`src/rtl/mux_scan_serializer_if.sv`:
```
// Serial bit-stream handshake between mux_scan_serializer (master) and its consumer (slave).
interface mux_scan_serializer_if;
  logic ser_out;
  logic ser_valid;
  logic ser_ready;

  modport master (output ser_out, output ser_valid, input ser_ready);
  modport slave  (input ser_out, input ser_valid, output ser_ready);
endinterface

```
`src/rtl/mux_scan_serializer.sv`:
```
// Sequencer around an external 8:1 mux: holds a word on d, scans sel, streams y_in serially.
// Optional trailing even-parity beat when MUX_SCAN_PARITY_EN is defined.
module mux_scan_serializer #(
  parameter int unsigned SEL_W     = 3,
  parameter bit          LSB_FIRST = 1'b1,
  localparam int unsigned N        = 2 ** SEL_W
) (
  input  logic                  clk,
  input  logic                  rst,
  input  logic                  start,
  input  logic [N-1:0]          data_in,
  output logic                  busy,
  output logic [N-1:0]          d,
  output logic [SEL_W-1:0]      sel,
  input  logic                  y_in,
  mux_scan_serializer_if.master ser,
  output logic                  done
);

`ifdef MUX_SCAN_PARITY_EN
  typedef enum logic [1:0] {IDLE, SHIFT, PARITY} state_t;
`else
  typedef enum logic [1:0] {IDLE, SHIFT} state_t;
`endif

  localparam logic [SEL_W-1:0] START_IDX = LSB_FIRST ? '0 : '1;
  localparam logic [SEL_W-1:0] LAST_IDX  = LSB_FIRST ? '1 : '0;

  state_t           state;
  logic [SEL_W-1:0] sel_next;

  always_comb begin
    sel_next = LSB_FIRST ? sel + 1'b1 : sel - 1'b1;
  end

  // Data beats come straight from the mux; the parity beat bypasses it.
  always_comb begin
    ser.ser_out = y_in;
`ifdef MUX_SCAN_PARITY_EN
    if (state == PARITY) ser.ser_out = ^d;
`endif
  end

  always_ff @(posedge clk) begin
    if (rst) begin
      state         <= IDLE;
      d             <= '0;
      sel           <= START_IDX;
      ser.ser_valid <= 1'b0;
      busy          <= 1'b0;
      done          <= 1'b0;
    end else begin
      done <= 1'b0;
      case (state)
        IDLE: begin
          if (start) begin
            d             <= data_in;
            sel           <= START_IDX;
            state         <= SHIFT;
            ser.ser_valid <= 1'b1;
            busy          <= 1'b1;
          end
        end
        SHIFT: begin
          if (ser.ser_valid && ser.ser_ready) begin
            if (sel == LAST_IDX) begin
`ifdef MUX_SCAN_PARITY_EN
              state <= PARITY;
`else
              state         <= IDLE;
              ser.ser_valid <= 1'b0;
              busy          <= 1'b0;
              done          <= 1'b1;
`endif
            end else begin
              sel <= sel_next;
            end
          end
        end
`ifdef MUX_SCAN_PARITY_EN
        PARITY: begin
          if (ser.ser_ready) begin
            state         <= IDLE;
            ser.ser_valid <= 1'b0;
            busy          <= 1'b0;
            done          <= 1'b1;
          end
        end
`endif
        default: state <= IDLE;
      endcase
    end
  end

endmodule

```
`src/flat_wrapper.sv`:
```
// flat-port wrapper written by rule: the top's interface ports become plain ports
module mux_scan_serializer_flat 
#(
  parameter int unsigned SEL_W     = 3,
  parameter bit          LSB_FIRST = 1'b1,
  localparam int unsigned N        = 2 ** SEL_W
)
  (clk, rst, start, data_in, busy, d, sel, y_in, done, ser_ser_out, ser_ser_valid, ser_ser_ready);
  mux_scan_serializer_if ser_i ();
  input  logic clk;
  input  logic rst;
  input  logic start;
  input  logic [N-1:0] data_in;
  output logic busy;
  output logic [N-1:0] d;
  output logic [SEL_W-1:0] sel;
  input  logic y_in;
  output logic done;
  output wire logic [$bits(ser_i.ser_out)-1:0] ser_ser_out;
  output wire logic [$bits(ser_i.ser_valid)-1:0] ser_ser_valid;
  input wire logic [$bits(ser_i.ser_ready)-1:0] ser_ser_ready;
  assign ser_ser_out = ser_i.ser_out;
  assign ser_ser_valid = ser_i.ser_valid;
  assign ser_i.ser_ready = ser_ser_ready;
  mux_scan_serializer #(.SEL_W(SEL_W), .LSB_FIRST(LSB_FIRST)) u_core (.clk(clk), .rst(rst), .start(start), .data_in(data_in), .busy(busy), .d(d), .sel(sel), .y_in(y_in), .ser(ser_i), .done(done));
endmodule
```
`config.mk`:
```
export PLATFORM = sky130hd
export DESIGN_NAME = mux_scan_serializer_flat
export DESIGN_NICKNAME = d
export VERILOG_FILES = /design/src/rtl/mux_scan_serializer_if.sv /design/src/rtl/mux_scan_serializer.sv /design/src/flat_wrapper.sv
export SDC_FILE = /design/constraint.sdc
export NUM_CORES = 1
export LEC_CHECK = 0
export CAP_MARGIN = 5
export CORE_MARGIN = 4
export CORE_UTILIZATION = 39
export DETAILED_ROUTE_END_ITERATION = 6
export HOLD_SLACK_MARGIN = 0.12
export PLACE_DENSITY = 0.85
export SYNTH_ARGS = -nofsm -noshare
export SYNTH_HDL_FRONTEND = slang
export SYNTH_SLANG_ARGS = --single-unit
```
`constraint.sdc`:
```
create_clock -name clk -period 3.22 [get_ports clk]
set_clock_uncertainty 0.05 [all_clocks]
set_input_delay 0.805 -clock clk [delete_from_list [all_inputs] [get_ports clk]]
set_output_delay 0.805 -clock clk [all_outputs]
set_load 0.01 [all_outputs]
```
==> qor.yml <==
synth:
  avgSynthCellArea_um2: 8.553
  synth_xor_xnor_area_share_pct: 0
  ys_warn_count: 0
  synth_compound_area_share_pct: 12.23
  ys_ff_latch: 13
  synthAdderAreaFrac_pct: 4.796
  syn-cell-area_um2: 521.8
  yosysSeqAreaShare_pct: 49.88
  syn_inst: 61
  yosys.area_share.simple_pct: 26.38
  synth_nets: 76
  synth_top_family_by_area: "simple AND/OR/NAND/NOR gates"
  muxShareOfSynthArea_pct: 0
  ys_types: 17
cts:
  cts-root-buf: "clkbuf_4"
  ctsResizeCount: 0
  cts_hold_repair.buffers: 0
  cts_num_sinks: 13
  cts_tree: "built"
  clk_path_buf_depth: 2
  clk_pin_slew_ps: 80
  htree_levels: 1
  cts_buffers: 3
  clk_latency_ps: 280
  cts_setup_buffers: 0
global_routing:
  antenna_found_initial: 0
  grt_pass1_wl_um: 2042
  grt_start_max_net_pins: 14
  overflow: 0
  grt_pass1_vias: 484
  grt_util_all_layers_pct: 14.00
setup_path:
  crit_family: "buffers and inverters"
  crit_slowest_cell: "clkdlybuf4s50_1"
  worstReg2RegEnd: "u_core.sel[0]"
  reg2reg_depth: 5
  crit_type: "reg2out"
  startpoint: "u_core.state[0]"
  end_kind: "primary output"
  crit_path_cell_trace: "clkdlybuf4s50_1"
  cpPeakStageDelay_ps: 580
  cp.required_ps: 2360
  crit_arrival_ps: 1310
  crit_fanout: 8
  rrSetupSlack_ps: 1870
  cp-start-kind: "flop"
  r2r-start: "u_core.sel[0]"
  crit_buf_inv: 1
placed_design:
  place.gp.congestion: 0.6916
  hpwl_um: 897.1
  numPortBuffers: 25
die:
  die_y_um: 44.58
  core_area_um2: 1186
  pin_count: 28
  die_x_um: 44.58
  rows: 12
  initial_core_util_pct: 43.99
  dieArea_um2: 1987
final_layout:
  multiInputGateArea_um2: 226.5
  fin_nets: 101
  drive_gt1_share_pct: 5.882
  areaGrowthSynthToFinish_pct: 49.64
  seq_area_um2: 260.3
  postLayoutCoreUtil_pct: 65.82
  n_fill_cell: 111
  n_antenna_cell: 0
timing:
  slew_headroom_pct: 60.97
  tns_ps: 0
  tightest_slew_ps: 584.2
  layout_min_cycle_time_ps: 2170
  maxSlewViolCount: 0
  max_freq_mhz: 460.9
  hold_viol: 0
  fin_crit_sh_pct: 67.38
  grt_setup_unrepaired: "no"
  setup_viol: 0
drt:
  wl_per_cell_um: 12.22
  vias: 490
  drt_iter0_markers: 6
  viasPerCell: 4.949
  antenna_left: 0
  firstDrtPassIters: 4
  routed_wl_um: 1210
  drc: 0
power:
  leakage_nw: 0.2919
  power_density_nw_per_um2: 425.4
  peakVddDrop_mv: 0.4396
worst_hold_path:
  hold_end: "u_core.d[0]"
  min_path_type: "reg2reg"
  hold_start: "u_core.d[0]"
  hold_depth: 2
flow_run:
  maxCapViolCount: 0
status:
  status: "finished, final reports clean"
## cell families (layout without fill, tap and decap cells)
group | after synthesis | count (layout)
AOI/OAI and AO/OA | 12 | 12
adders and majority gates | 2 | 2
buffers and inverters | 5 | 29
DFF | 13 | 13
and+or+nand+nor | 29 | 29
## layer usage
metal / share of wire, % / vias to the layer above / track usage [%] / routed length (µm)
li1: - / 247 / - / -
met1: 44 / 219 / 17.52 / 532
met2: 47 / 24 / 21.49 / 564
met3: 9.3 / 0 / 7.317 / 113
met4: 0 / 0 / 2.410 / 0
met5: 0 / - / 0 / 0
## synthesized netlist by cell type
cell      count  area share, %
a21oi_2       1            1.7
nor2b_1       1            1.2
nand3_1       2            1.9
buf_1         1           0.72
nor3b_1       1            1.4
nor2_1        1           0.72
nand3_2       1            1.9
nand3b_1      1            1.4
nand2_1      19             14
buf_4         2            2.9
ha_1          2            4.8
buf_6         1            2.2
dfxtp_1      13             50
buf_2         1           0.96
nand2b_1      2            2.4
and3b_1       1            1.7
a21oi_1      11             11
## worst min-delay path: cells and delay by family, from the launching register on
| family | cells | cell delay, ps |
|---|---|---|
| flip-flops | 1 | 310 |
| AND/OR/NAND/NOR | 1 | 50 |
| AO/OA/AOI/OAI | 1 | 50 |
## state kept, by name (all words and copies together), names as in the netlist
register and cells:
u_core.done 1, u_core.sel 3, u_core.state 1, u_core.d 8
## cells in the final DEF (no fill, tap or decap)
cell type	Yosys	routed
a21oi_2	1	1
nand3_1	2	2
nand2b_1	2	2
nor2b_1	1	1
clkbuf_4	0	3
a21oi_1	11	11
nor2_1	1	1
nor3b_1	1	1
nand2_1	19	19
ha_1	2	2
nand3b_1	1	1
clkdlybuf4s50_1	0	25
clkbuf_1	0	1
and3b_1	1	1
dfxtp_1	13	13
nand3_2	1	1
## worst max path at each step
| stage | cells past startpoint | to |
|---|---|---|
| after floorplan | 1 | ser_ser_out |
| after global placement | 4 | u_core.d[1] |
| after detailed placement | 4 | u_core.d[6] |
| after CTS | 1 | ser_ser_valid |
| after global routing | 1 | busy |
| final | 1 | ser_ser_valid |
## per-stage QoR
step | std cells | power [mW] | hold slack (ps) | worst slack (ps) | cell area, µm²
floorplan | 61 | 0.2046 | 424.5 | 1441 | 521.8
global placement | 95 | 0.2340 | 391.6 | 1098 | 754.5
detailed placement | 95 | 0.2352 | 402.5 | 1072 | 754.5
CTS | 99 | 0.3365 | 414.0 | 1059 | 780.7
global route | 99 | 0.3529 | 442.7 | 1003 | 780.7
finish | 99 | 0.3321 | 408.2 | 1050 | 780.7
## power breakdown
part / leakage, nW / internal, mW / switching (mW)
Clock: 0.0150 / 0.0480 / 0.0529
Sequential: 0.106 / 0.169 / 0.00569
Combinational: 0.171 / 0.0329 / 0.0240
## area by class of cell
cell class | count | share of cell area [%]
Clock buffer | 4 | 3.365
Tap cell | 14 | 2.244
Timing Repair Buffer | 25 | 32.05
Sequential cell | 13 | 33.33
Multi-Input combinational cell | 43 | 29.01
Note: power is estimated with default switching activity, not from simulation.
